File: src/rtl/alu_pkg.sv
// Shared definitions for the 16-bit ALU datapath front end.
// Holds the one-hot result-mux select constants, the binary opcode
// constants and the command sequencer FSM state type.
package alu_pkg;

    localparam int unsigned SEL_W = 12;
    localparam int unsigned OP_W  = 4;

    // One-hot select for the ALU result mux
    localparam logic [SEL_W-1:0] OP_AND     = 12'h001;
    localparam logic [SEL_W-1:0] OP_OR      = 12'h002;
    localparam logic [SEL_W-1:0] OP_NOT     = 12'h004;
    localparam logic [SEL_W-1:0] OP_XOR     = 12'h008;
    localparam logic [SEL_W-1:0] OP_NAND    = 12'h010;
    localparam logic [SEL_W-1:0] OP_NOR     = 12'h020;
    localparam logic [SEL_W-1:0] OP_XNOR    = 12'h040;
    localparam logic [SEL_W-1:0] OP_ADD     = 12'h080;
    localparam logic [SEL_W-1:0] OP_SUB     = 12'h100;
    localparam logic [SEL_W-1:0] OP_SHRIGHT = 12'h200;
    localparam logic [SEL_W-1:0] OP_SHLEFT  = 12'h400;
    localparam logic [SEL_W-1:0] OP_CLEAR   = 12'h800;

    // Binary opcodes as carried on the command interface
    localparam logic [OP_W-1:0] OPC_AND     = 4'd0;
    localparam logic [OP_W-1:0] OPC_OR      = 4'd1;
    localparam logic [OP_W-1:0] OPC_NOT     = 4'd2;
    localparam logic [OP_W-1:0] OPC_XOR     = 4'd3;
    localparam logic [OP_W-1:0] OPC_NAND    = 4'd4;
    localparam logic [OP_W-1:0] OPC_NOR     = 4'd5;
    localparam logic [OP_W-1:0] OPC_XNOR    = 4'd6;
    localparam logic [OP_W-1:0] OPC_ADD     = 4'd7;
    localparam logic [OP_W-1:0] OPC_SUB     = 4'd8;
    localparam logic [OP_W-1:0] OPC_SHRIGHT = 4'd9;
    localparam logic [OP_W-1:0] OPC_SHLEFT  = 4'd10;
    localparam logic [OP_W-1:0] OPC_CLEAR   = 4'd11;

    // Command sequencer states
    typedef enum logic [1:0] {
        IDLE   = 2'd0,
        ISSUE  = 2'd1,
        SETTLE = 2'd2,
        RESP   = 2'd3
    } seq_state_t;

endpackage

File: src/rtl/alu_op_decode.sv
// Combinational opcode decoder: 4-bit binary opcode to the 12-bit one-hot
// ALU result-mux select, plus an illegal-opcode flag.
// Ports:
//   op         in  4   binary opcode
//   sel_c      out 12  one-hot select (0 for illegal opcodes)
//   illegal_c  out 1   opcode is outside 0..11
module alu_op_decode
    import alu_pkg::*;
(
    input  logic [OP_W-1:0]  op,
    output logic [SEL_W-1:0] sel_c,
    output logic             illegal_c
);

    always_comb begin
        sel_c     = '0;
        illegal_c = 1'b0;
        case (op)
            OPC_AND:     sel_c = OP_AND;
            OPC_OR:      sel_c = OP_OR;
            OPC_NOT:     sel_c = OP_NOT;
            OPC_XOR:     sel_c = OP_XOR;
            OPC_NAND:    sel_c = OP_NAND;
            OPC_NOR:     sel_c = OP_NOR;
            OPC_XNOR:    sel_c = OP_XNOR;
            OPC_ADD:     sel_c = OP_ADD;
            OPC_SUB:     sel_c = OP_SUB;
            OPC_SHRIGHT: sel_c = OP_SHRIGHT;
            OPC_SHLEFT:  sel_c = OP_SHLEFT;
            OPC_CLEAR:   sel_c = OP_CLEAR;
            default:     illegal_c = 1'b1;
        endcase
    end

endmodule

File: src/rtl/alu_op_sequencer.sv
// Command-side front end for the ALU datapath. Accepts one opcode request
// at a time, drives registered operands and the one-hot mux select for two
// cycles, captures the ALU result and returns it over a response handshake.
// Ports:
//   clk, rst_n                 clock, synchronous active-low reset
//   cmd_valid/cmd_ready        request handshake
//   cmd_op, cmd_a, cmd_b       opcode and operands
//   alu_a, alu_b, alu_sel      registered operands and one-hot select to ALU
//   alu_res                    combinational ALU result
//   rsp_valid/rsp_ready        response handshake
//   rsp_data, rsp_zero, rsp_err  captured result, zero flag, illegal-op flag
//   op_count                   completed responses, wrapping
module alu_op_sequencer
    import alu_pkg::*;
#(
    parameter int unsigned W = 16
) (
    input  logic             clk,
    input  logic             rst_n,
    input  logic             cmd_valid,
    output logic             cmd_ready,
    input  logic [OP_W-1:0]  cmd_op,
    input  logic [W-1:0]     cmd_a,
    input  logic [W-1:0]     cmd_b,
    output logic [W-1:0]     alu_a,
    output logic [W-1:0]     alu_b,
    output logic [SEL_W-1:0] alu_sel,
    input  logic [W-1:0]     alu_res,
    output logic             rsp_valid,
    input  logic             rsp_ready,
    output logic [W-1:0]     rsp_data,
    output logic             rsp_zero,
    output logic             rsp_err,
    output logic [15:0]      op_count
);

    seq_state_t       state;
    logic [SEL_W-1:0] dec_sel;
    logic             dec_illegal;

    // Decode straight off the command bus so the select is ready on accept
    alu_op_decode u_decode (
        .op        (cmd_op),
        .sel_c     (dec_sel),
        .illegal_c (dec_illegal)
    );

    // Sequencer FSM with all outputs registered alongside the state
    always_ff @(posedge clk) begin
        if (!rst_n) begin
            state     <= IDLE;
            cmd_ready <= 1'b1;
            alu_sel   <= '0;
            alu_a     <= '0;
            alu_b     <= '0;
            rsp_valid <= 1'b0;
            rsp_data  <= '0;
            rsp_zero  <= 1'b1;
            rsp_err   <= 1'b0;
            op_count  <= '0;
        end else begin
            case (state)
                IDLE: begin
                    if (cmd_valid) begin
                        alu_a     <= cmd_a;
                        alu_b     <= cmd_b;
                        cmd_ready <= 1'b0;
                        if (dec_illegal) begin
                            // Skip the ALU entirely and answer with an error
                            rsp_valid <= 1'b1;
                            rsp_data  <= '0;
                            rsp_zero  <= 1'b1;
                            rsp_err   <= 1'b1;
                            state     <= RESP;
                        end else begin
                            alu_sel <= dec_sel;
                            state   <= ISSUE;
                        end
                    end
                end
                ISSUE: begin
                    state <= SETTLE;
                end
                SETTLE: begin
                    rsp_data  <= alu_res;
                    rsp_zero  <= (alu_res == '0);
                    rsp_err   <= 1'b0;
                    rsp_valid <= 1'b1;
                    alu_sel   <= '0;
                    state     <= RESP;
                end
                RESP: begin
                    if (rsp_ready) begin
                        rsp_valid <= 1'b0;
                        cmd_ready <= 1'b1;
                        op_count  <= op_count + 16'd1;
                        state     <= IDLE;
                    end
                end
                default: begin
                    state <= IDLE;
                end
            endcase
        end
    end

endmodule
File: config.mk
export PLATFORM = sky130hd
export DESIGN_NAME = alu_op_sequencer
export DESIGN_NICKNAME = d
export VERILOG_FILES = /design/src/rtl/alu_pkg.sv /design/src/rtl/alu_op_decode.sv /design/src/rtl/alu_op_sequencer.sv
export SDC_FILE = /design/constraint.sdc
export NUM_CORES = 1
export LEC_CHECK = 0
export ABC_CLOCK_PERIOD_IN_PS = 4200
export BUFFER_PORTS_ARGS = -buffer_cell sky130_fd_sc_hd__clkbuf_2
export CAP_MARGIN = 25
export CORE_ASPECT_RATIO = 0.5
export CORE_MARGIN = 2
export CORE_UTILIZATION = 51
export DETAILED_ROUTE_END_ITERATION = 8
export PLACE_DENSITY = 0.84
export SLEW_MARGIN = 30
export SYNTH_ARGS = -nofsm -noshare
export SYNTH_HDL_FRONTEND = slang
export SYNTH_SLANG_ARGS = --single-unit
File: constraint.sdc
create_clock -name clk -period 4.2 [get_ports clk]
set_input_delay 0.84 -clock clk [delete_from_list [all_inputs] [get_ports clk]]
set_output_delay 0.84 -clock clk [all_outputs]
set_load 0.005 [all_outputs]
==> qor.txt, run 1 <==
Status: finished, final reports clean
Synth Flop Type: dfxtp_1
Worst Max-Slew Pin Slew: 0.701 ns
Endpoint, Worst Hold: rsp_data[15]
Die width: 117 um
Switching share of power: 0.315
Final ANT Viol Nets: 0
WP data required: 4.43 ns
Post-CTS Hold Fix Bufs: 0
Critical path buffer and inverter count: 1
Leak Pwr: 1.89 nW
Slowest-stage cell, CP: a31oi_4
DR iter-0 viols: 146
CP peak stage delay: 0.52 ns
Core area: 6130 sq um
Clock Tree Buf Depth: 2
Reg2reg end: rsp_zero
GRT Util Overall: 0.225
Crit path kind: flop to flop
CP startpoint: state[0]
Top cell type's share of synthesized area: 0.503
Placed cell count: 597
Fmax achieved: 438 MHz
DR pass1 iterations: 4
Relative slew slack: 0.532
Max-Cap Viols: 0
Period minus WS final: 2.28 ns
Non-filler cells, final: 612
Sequential share of power: 0.407
Initial core utilization: 0.533
Psw: 0.747 mW
Vias in the first global route: 2733
Ys async rst share: 0
Ant diodes: 0
Part of the power in combinational logic: 0.273
Share of cells above drive strength 1: 0.300
Final setup TNS: 0 ns
Min-delay src: rsp_data[15]
Die ar.: 7100 sq um
Initial antenna violation count: 0
Final Hold Fails: 0
Post-CTS sizing: 0
Yosys reg bits: 82
Post-synthesis sequential area ratio: 0.503
Leading cell types by count after synthesis: nand2_1 (113), dfxtp_1 (82), a21oi_1 (58)
Top cell family by delay on the critical path: compound AO/OA/AOI/OAI gates
H-tree depth: 3
Final WS setup: 1.92 ns
Clock-pin slew on the worst setup and hold paths: 0.06 ns
Dpl hpwl: 5450 um
Hold Slack: 0.450 ns
RR Startpoint: state[0]
Post-Syn Nets: 454
Crit path arrival time: 2.51 ns
CP Cell Sequence: inv_1 -> ha_1 -> and2_1 -> a31oi_4 -> o21ai_2 -> a211o_1
Post-synthesis cell type with the largest combined area: dfxtp_1
Global route total overflow: 0
Unrepaired setup endpoints after global routing: no
Detailed Route WL: 7750 um
Area delta synth->final: 30.5%
Clk_lat worst skew: 0.33 ns
CP startpoint kind: flop
Critical path endpoint category: flop
Pwr/cell area: 556 nW/um^2
Worst vdd ir: 0.292 mV
Fin crit share: 0.543
R2R Setup Slk: 1.92 ns
Row Count: 20
Final Max Tran Viols: 0
Final nets: 581
Worst hold path type: flop to flop
Final setup fails: 0
Gpl congestion: 0.839
Via density: 5.02
WL/cell: 12.7 um
Root Buffer: clkbuf_16
Pre-CTS setup slack: 1.72 ns
Mapped cell area: 3270 sq um
Yosys warnings: 0
Hold path depth: 2
CTS tree: built
Buffer count from post-CTS setup fixing: 0
P_int: 1.62 mW
First-pass GRT wire length: 12200 um
# port buffers: 135
DRC Markers: 0
Fillers: 511
Worst Path Max Fanout: 19
Top-count cell post-synth: nand2_1
I/O pin total: 136
Library cells used by synthesis: 41
Clock Power Share: 0.320
Die height: 60.6 um
# clock sinks: 82
CTS buffer count: 9
Number of synthesized flops with an enable pin: 0
PnR Total Power: 2.37 mW
Largest net degree at the start of global routing: 61
Mapped Avg Cell Area: 8.31 sq um
Top cells by area, synth: dfxtp_1 (50%), nand2_1 (13%), a21oi_1 (8.9%)
Via count: 3071
Post-Route Skew: 0.00356 ns
Reg2Reg Depth: 6
Synth Instances: 393
flip-flops by register name (all words and copies together), names as in the netlist:
signal     count
op_count      16
cmd_ready      1
rsp_err        1
rsp_zero       1
alu_sel       12
rsp_valid      1
rsp_data      16
alu_b         16
state          2
alu_a         16
tightest hold or removal path: stages, from the launching register on:
cell	delay [ns]
dfxtp_1	0.30
nand2_1	0.05
a21oi_1	0.05
cells by family (layout without fill, tap and decap cells):
logic type,Yosys count,after routing,share of synthesized area
fa+ha+maj,5,5,0.0192
compound gates,73,73,0.132
flops,82,82,0.503
xor+xnor,12,12,0.0322
buf+inv,26,157,0.0349
simple gates,187,187,0.254
mux,8,8,0.0245
final cells by class:
class	instances	area [sq um]	share of cell area
multi-input combinational	285	1510	0.354
inverter	4	15.0	0.00352
sequential	82	1640	0.385
clock buffer	12	246	0.0578
clock inverter	3	40.0	0.00940
timing repair buffer	138	698	0.164
tap	88	110	0.0258
cell usage in the layout, fill, tap and decap left out, drive strengths merged, types with 3 or more instances in the layout:
cell type	netlist	layout
ha	5	5
buf	9	3
nand2	113	113
nor4	7	7
a211oi	3	3
xor2	8	8
nor3	4	4
mux2i	8	8
clkinv	1	3
inv	3	3
clkbuf	13	147
nand4	7	7
xnor2	4	4
o21ai	4	4
dfxtp	82	82
a21oi	59	59
nor2	24	24
nand2b	5	5
or3	7	7
nand3	9	9
routing by layer:
| metal | track usage | share of wire | vias to the layer above |
|---|---|---|---|
| li1 | - | - | 1580 |
| met1 | 0.254 | 0.42 | 1408 |
| met2 | 0.398 | 0.51 | 73 |
| met3 | 0.0849 | 0.056 | 10 |
| met4 | 0.0857 | 0.011 | 0 |
| met5 | 0 | 0 | - |
power groups by stage:
stage | clock network [mW] | logic [mW] | registers (mW)
after floorplan | 0 | 0.422 | 0.980
after global placement | 0 | 0.629 | 0.973
after detailed placement | 0 | 0.641 | 0.978
after CTS | 0.772 | 0.649 | 0.965
after global routing | 0.808 | 0.728 | 0.977
final | 0.759 | 0.646 | 0.964
worst max-delay path by stage:
stage,endpoint,slack [ns],cells past startpoint
after floorplan,alu_sel[10],2.26,6
final,rsp_zero,1.92,6
after global routing,rsp_data[3],1.71,6
after detailed placement,rsp_zero,1.72,5
after CTS,rsp_zero,1.92,6
after global placement,rsp_zero,1.75,5
stage by stage:
step	area [sq um]	util
3_5_place_dp	3980	0.648
3_3_place_gp	3980	0.648
6_report	4260	0.695
4_1_cts	4260	0.695
2_1_floorplan	3270	-
5_1_grt	4260	0.695
Note: power is estimated with default switching activity, not from simulation.
==> run 2: changes to the inputs <==
--- a/config.mk
+++ b/config.mk
@@ -5,14 +5,15 @@
 export SDC_FILE = /design/constraint.sdc
 export NUM_CORES = 1
 export LEC_CHECK = 0
-export ABC_CLOCK_PERIOD_IN_PS = 4200
+export ABC_AREA = 1
+export ABC_CLOCK_PERIOD_IN_PS = 2300
 export BUFFER_PORTS_ARGS = -buffer_cell sky130_fd_sc_hd__clkbuf_2
 export CAP_MARGIN = 25
 export CORE_ASPECT_RATIO = 0.5
 export CORE_MARGIN = 2
-export CORE_UTILIZATION = 51
+export CORE_UTILIZATION = 48
 export DETAILED_ROUTE_END_ITERATION = 8
-export PLACE_DENSITY = 0.84
+export PLACE_DENSITY = 0.79
 export SLEW_MARGIN = 30
 export SYNTH_ARGS = -nofsm -noshare
 export SYNTH_HDL_FRONTEND = slang
==> constraint.sdc (replaced) <==
create_clock -name clk -period 2.3 [get_ports clk]
set_input_delay 0.46 -clock clk [delete_from_list [all_inputs] [get_ports clk]]
set_output_delay 0.46 -clock clk [all_outputs]
set_load 0.005 [all_outputs]
==> run 2 against run 1 <==
  * Register-to-register slack worse by 1.5 ns
  * Routed wire length is 5.5% higher
  * Critical endpoint is now rsp_data[0]
  * Highest routed layer unchanged
  * Clock skew is 0.00052 ns higher
  * Via count is 10% higher
==> qor.txt, run 2 <==
Dpl hpwl: 5890 um
Period minus WS final: 1.92 ns
DRC Markers: 0
Placed Area: 4170 sq um
Worst Path Max Fanout: 26
Fmax achieved: 520 MHz
Fin crit share: 0.836
Hold Slack: 0.371 ns
I/O pin total: 136
CP startpoint kind: flop
Die height: 64.0 um
Clock Tree Buf Depth: 2
First-pass GRT wire length: 13800 um
Commonest cells after routing, fill and taps aside: clkbuf_2 (135), nor2_1 (121), dfxtp_1 (82), nand2_1 (75), o21ai_0 (55)
Number of synthesized flops with an enable pin: 0
Worst Max-Slew Pin Slew: 0.495 ns
DR pass1 iterations: 4
Top-count cell post-synth: nor2_1
Library cells used by synthesis: 28
Mapped Avg Cell Area: 7.12 sq um
Most common cell after layout, fill and taps aside: clkbuf_2
Crit path kind: flop to flop
DR iter-0 viols: 259
WL/cell: 11.5 um
H-tree depth: 3
Die ar.: 7920 sq um
Relative slew slack: 0.668
Via count: 3389
Ys async rst share: 0
Main combinational cell family by area after synthesis: simple AND/OR/NAND/NOR gates
Clock-pin slew on the worst setup and hold paths: 0.06 ns
Fillers: 609
Post-synthesis compound-gate area fraction: 0.129
Crit path arrival time: 2.15 ns
Die width: 124 um
Pwr/cell area: 1140 nW/um^2
Vias in the first global route: 3206
Largest net degree at the start of global routing: 48
PnR Total Power: 5.13 mW
Initial core utilization: 0.505
Status: finished, final reports clean
Top cells by area, synth: dfxtp_1 (48%), nor2_1 (13%), nand2_1 (8.2%)
CTS tree: built
CTS buffer count: 9
Post-Syn Nets: 546
Row Count: 21
Unrepaired setup endpoints after global routing: no
Core area: 6830 sq um
WP data required: 2.52 ns
Ant diodes: 0
Final Instance Area: 4500 sq um
Simple-Gate Fraction of Synth Area: 0.288
Leak Pwr: 2.17 nW
Final ANT Viol Nets: 0
Final setup fails: 0
Initial antenna violation count: 0
Worst vdd ir: 0.582 mV
Leading cell types by count after synthesis: nor2_1 (121), dfxtp_1 (82), nand2_1 (75)
Post-synthesis sequential area ratio: 0.476
Synth Instances: 485
Root Buffer: clkbuf_16
Synth Flop Type: dfxtp_1
Via density: 4.75
Final Hold Fails: 0
Share of cells above drive strength 1: 0.262
Yosys warnings: 0
Final setup TNS: 0 ns
Gpl congestion: 0.816
# port buffers: 135
Post-CTS Hold Fix Bufs: 0
Top cell type's share of synthesized area: 0.476
Worst hold path type: input pin to flop
Post-Synth XOR/XNOR Area: 0.00254
Yosys reg bits: 82
Adder-Cell Fraction of Synth Area: 0.0181
Post-synthesis mux area share: 0
Post-CTS sizing: 0
Post-Route Skew: 0.00408 ns
Final nets: 677
Mapped cell area: 3450 sq um
Critical path endpoint category: flop
Global route total overflow: 0
Area delta synth->final: 30.3%
Detailed Route WL: 8180 um
Final Max Tran Viols: 0
Post-synthesis cell type with the largest combined area: dfxtp_1
# clock sinks: 82
Clk_lat worst skew: 0.34 ns
Buffer count from post-CTS setup fixing: 0
Final Util: 0.658
Max-Cap Viols: 0
GRT Util Overall: 0.222
run 2: cell types whose count changed after synthesis, moves of 4 or more:
cell	delta
clkbuf_1	-5
nand2b_1	-4
nand2_1	-38
inv_1	+46
o21ai_0	+53
xor2_1	-7
nor2_1	+97
nor4_1	-6
or3_1	-7
xnor2_1	-4
nand3_1	+7
a21oi_1	-31
mux2i_1	-8
run 2: area by class of cell:
cell class	instances	area [sq um]	area share
multi-input cells	333	1510	0.336
well taps	92	115	0.0256
repair buffers	139	706	0.157
flip-flops and latches	82	1640	0.365
clock inverters	4	73.8	0.0164
inverters	51	194	0.0431
clock buffers	12	256	0.0570
run 2: path summary, 6_finish.rpt:
kind / slack [ns] / cells after the start / endpoint / from
worst max-delay path: 0.38 / 8 / rsp_data[0] / state[1]
worst min-delay path: 0.37 / 3 / alu_a[9] / cmd_a[9]
worst max register to register: 0.38 / 8 / rsp_data[0] / state[1]
worst min register to register: 0.45 / 2 / alu_sel[7] / alu_sel[7]
run 2: logic make-up (layout without fill, tap and decap cells):
family / after synthesis / in the layout
compound gates: 88 / 88
buf+inv: 70 / 206
flops: 82 / 82
fa+ha+maj: 5 / 5
xor+xnor: 1 / 1
simple gates: 239 / 239
run 2: per-stage QoR:
stage	setup WS, ns	std cells
floorplan	0.841	485
global placement	0.488	697
detailed placement	0.392	697
CTS	0.381	713
global route	0.192	713
finish	0.377	713
run 2: critical path, cell delays in order, from the launching register on:
cell	delay, ns
dfxtp_1	0.38
inv_1	0.09
ha_1	0.23
nand2_1	0.20
nand3_2	0.27
inv_4	0.29
nand2_2	0.10
nand2_2	0.16
nor2_1	0.07
run 2: per-layer routing:
| layer | routed length, um | vias up | track usage |
|---|---|---|---|
| met1 | 3750 | 1483 | 0.257 |
| met4 | 148 | 0 | 0.0871 |
| met2 | 3810 | 90 | 0.385 |
| li1 | - | 1802 | - |
| met5 | 0 | - | 0 |
| met3 | 468 | 14 | 0.0688 |
run 2: where the power goes:
| part | internal (mW) | switching [mW] | total (mW) |
|---|---|---|---|
| combinational | 0.629 | 1.02 | 1.65 |
| sequential | 1.75 | 0.167 | 1.92 |
| clock | 1.01 | 0.554 | 1.56 |
| total | 3.39 | 1.74 | 5.13 |
==> run 3: changes to the inputs <==
--- a/config.mk
+++ b/config.mk
@@ -5,15 +5,15 @@
 export SDC_FILE = /design/constraint.sdc
 export NUM_CORES = 1
 export LEC_CHECK = 0
-export ABC_AREA = 1
-export ABC_CLOCK_PERIOD_IN_PS = 2300
+export ABC_AREA = 0
+export ABC_CLOCK_PERIOD_IN_PS = 1700
 export BUFFER_PORTS_ARGS = -buffer_cell sky130_fd_sc_hd__clkbuf_2
 export CAP_MARGIN = 25
 export CORE_ASPECT_RATIO = 0.5
 export CORE_MARGIN = 2
-export CORE_UTILIZATION = 48
+export CORE_UTILIZATION = 43
 export DETAILED_ROUTE_END_ITERATION = 8
-export PLACE_DENSITY = 0.79
+export PLACE_DENSITY = 0.76
 export SLEW_MARGIN = 30
 export SYNTH_ARGS = -nofsm -noshare
 export SYNTH_HDL_FRONTEND = slang
==> constraint.sdc (replaced) <==
create_clock -name clk -period 1.7 [get_ports clk]
set_input_delay 0.34 -clock clk [delete_from_list [all_inputs] [get_ports clk]]
set_output_delay 0.34 -clock clk [all_outputs]
set_load 0.005 [all_outputs]
==> run 3 against run 2 <==
  * Critical path depth shrank 1
  * Register-to-register slack lost 0.37 ns
  * Count of clock-buffer cells in the layout shrank 3
  * Maximum frequency grew 13%
  * Cell count shrank 9.1%
  * Largest cell class unchanged
==> qor.txt, run 3 (same netlist as run 1, synthesis figures left out) <==
Status: finished, final reports clean
Max-Cap Viols: 0
Leak Pwr: 2.04 nW
Psw: 2.00 mW
Worst Path Max Fanout: 16
Most common cell after layout, fill and taps aside: clkbuf_2
Period minus WS final: 1.69 ns
Reg2Reg Depth: 7
Clock-pin slew on the worst setup and hold paths: 0.06 ns
CP Cell Sequence: inv_2 -> ha_4 -> and2b_2 -> o21bai_2 -> buf_4 -> nand2_1 -> a21oi_1
Clock Power Share: 0.303
Initial core utilization: 0.444
Clk_lat worst skew: 0.33 ns
WL/cell: 12.7 um
Detailed Route WL: 8230 um
I/O pin total: 136
# clock sinks: 82
Final Max Tran Viols: 0
CTS buffer count: 9
Post-Route Skew: 0.00428 ns
Final nets: 608
DR iter-0 viols: 162
Die height: 65.6 um
Row Count: 22
Worst hold path type: input pin to flop
Relative slew slack: 0.672
GRT Util Overall: 0.199
Share of cells above drive strength 1: 0.357
Crit path kind: flop to flop
Final ANT Viol Nets: 0
Via density: 4.93
DR pass1 iterations: 4
Worst vdd ir: 0.688 mV
Critical path endpoint category: flop
# port buffers: 135
DRC Markers: 0
PnR Total Power: 6.26 mW
CP peak stage delay: 0.34 ns
Hold path depth: 3
First-pass GRT wire length: 13200 um
Reg2reg end: rsp_data[13]
Die width: 127 um
Commonest cells after routing, fill and taps aside: clkbuf_2 (135), nand2_1 (113), dfxtp_1 (80), a21oi_1 (58), buf_4 (28)
Gpl congestion: 0.830
WP data required: 1.95 ns
Fmax achieved: 590 MHz
Final Hold Fails: 0
Sequential share of power: 0.383
Global route total overflow: 0
Switching share of power: 0.319
Area delta synth->final: 39.3%
Initial antenna violation count: 0
Hold Slack: 0.221 ns
Slowest-stage cell, CP: dfxtp_2
H-tree depth: 3
Fin crit share: 0.997
Via count: 3196
Worst Max-Slew Pin Slew: 0.489 ns
Endpoint, Worst Hold: alu_a[13]
Min-delay src: cmd_a[13]
Root Buffer: clkbuf_16
Die ar.: 8350 sq um
Vias in the first global route: 2971
Final setup fails: 0
Crit path arrival time: 1.94 ns
P_int: 4.26 mW
Dpl hpwl: 5950 um
Part of the power in combinational logic: 0.313
Ant diodes: 0
Fillers: 667
Unrepaired setup endpoints after global routing: yes
Core area: 7350 sq um
Pwr/cell area: 1380 nW/um^2
Largest net degree at the start of global routing: 30
CP startpoint kind: flop
RR Startpoint: state[0]
CTS tree: built
Clock Tree Buf Depth: 2
R2R Setup Slk: 0.005 ns
[run 3: cell count changes in the layout (fill, tap and decap cells not counted), sizes merged, moves of 7 or more]
cell / previous run / this run
nor4: 0 / 7
buf: 4 / 30
xor2: 1 / 8
nor2: 122 / 24
nand3: 19 / 9
nand2: 77 / 113
o21ai: 58 / 4
a21oi: 27 / 59
mux2i: 0 / 8
inv: 50 / 4
or3: 0 / 7
[run 3: worst max path at each step]
stage	start	endpoint	slack [ns]	depth (start not counted)
2_1_floorplan	state[0]	rsp_zero	0.01	7
3_3_place_gp	state[1]	alu_sel[0]	0.05	6
3_5_place_dp	state[1]	alu_sel[0]	-0.02	6
4_1_cts	state[0]	alu_sel[6]	0.007	7
5_1_grt	state[0]	rsp_data[13]	-0.05	8
6_report	state[0]	rsp_data[13]	0.005	7
[run 3: metrics by stage]
step,cell area [sq um],utilization,instances,setup TNS [ns],setup WS [ns]
4_1_cts,4470,0.609,645,0,0.00749
3_5_place_dp,4170,0.567,628,-0.0222,-0.0222
5_1_grt,4550,0.619,648,-0.0639,-0.0518
6_report,4550,0.619,648,0,0.00521
3_3_place_gp,4170,0.567,628,0,0.0478
2_1_floorplan,3280,-,393,0,0.0129
[run 3: worst max-delay path, delay by kind of cell (launching register included)]
family	cells	cell delay [ns]
compound gates	2	0.38
fa+ha+maj	1	0.18
buf+inv	2	0.32
flops	1	0.34
simple gates	2	0.38
[run 3: area by class of cell]
| class | count | area [sq um] | share of cell area |
|---|---|---|---|
| inverters | 4 | 15.0 | 0.00330 |
| clock buffers | 9 | 225 | 0.0495 |
| clock inverters | 7 | 68.8 | 0.0151 |
| flip-flops and latches | 82 | 1650 | 0.362 |
| repair buffers | 165 | 908 | 0.200 |
| well taps | 96 | 120 | 0.0264 |
| multi-input cells | 285 | 1560 | 0.344 |
[run 3: timing repair]
action                                 in CTS  in global routing
setup endpoints to repair                   4                 34
endpoints found under the hold margin       0                  0
resized for setup                           1                 12
setup buffers                               1                  3
hold buffers                                0                  0
pin swaps                                   0                  5
[run 3: layer usage]
metal,global-route usage,routed length (um),vias to the layer above,share of wire
met5,0,0,-,0
met4,0.0728,80,0,0.0097
met3,0.0594,340,10,0.041
met2,0.356,4190,58,0.51
met1,0.229,3620,1490,0.44
li1,-,-,1638,-
[run 3: power by group through the flow]
| stage | Sequential [mW] | Clock [mW] | Combinational, mW |
|---|---|---|---|
| 2_1_floorplan | 2.43 | 0 | 1.08 |
| 3_3_place_gp | 2.41 | 0 | 1.82 |
| 3_5_place_dp | 2.42 | 0 | 1.84 |
| 4_1_cts | 2.38 | 1.93 | 1.88 |
| 5_1_grt | 2.43 | 2.02 | 2.18 |
| 6_report | 2.40 | 1.90 | 1.96 |
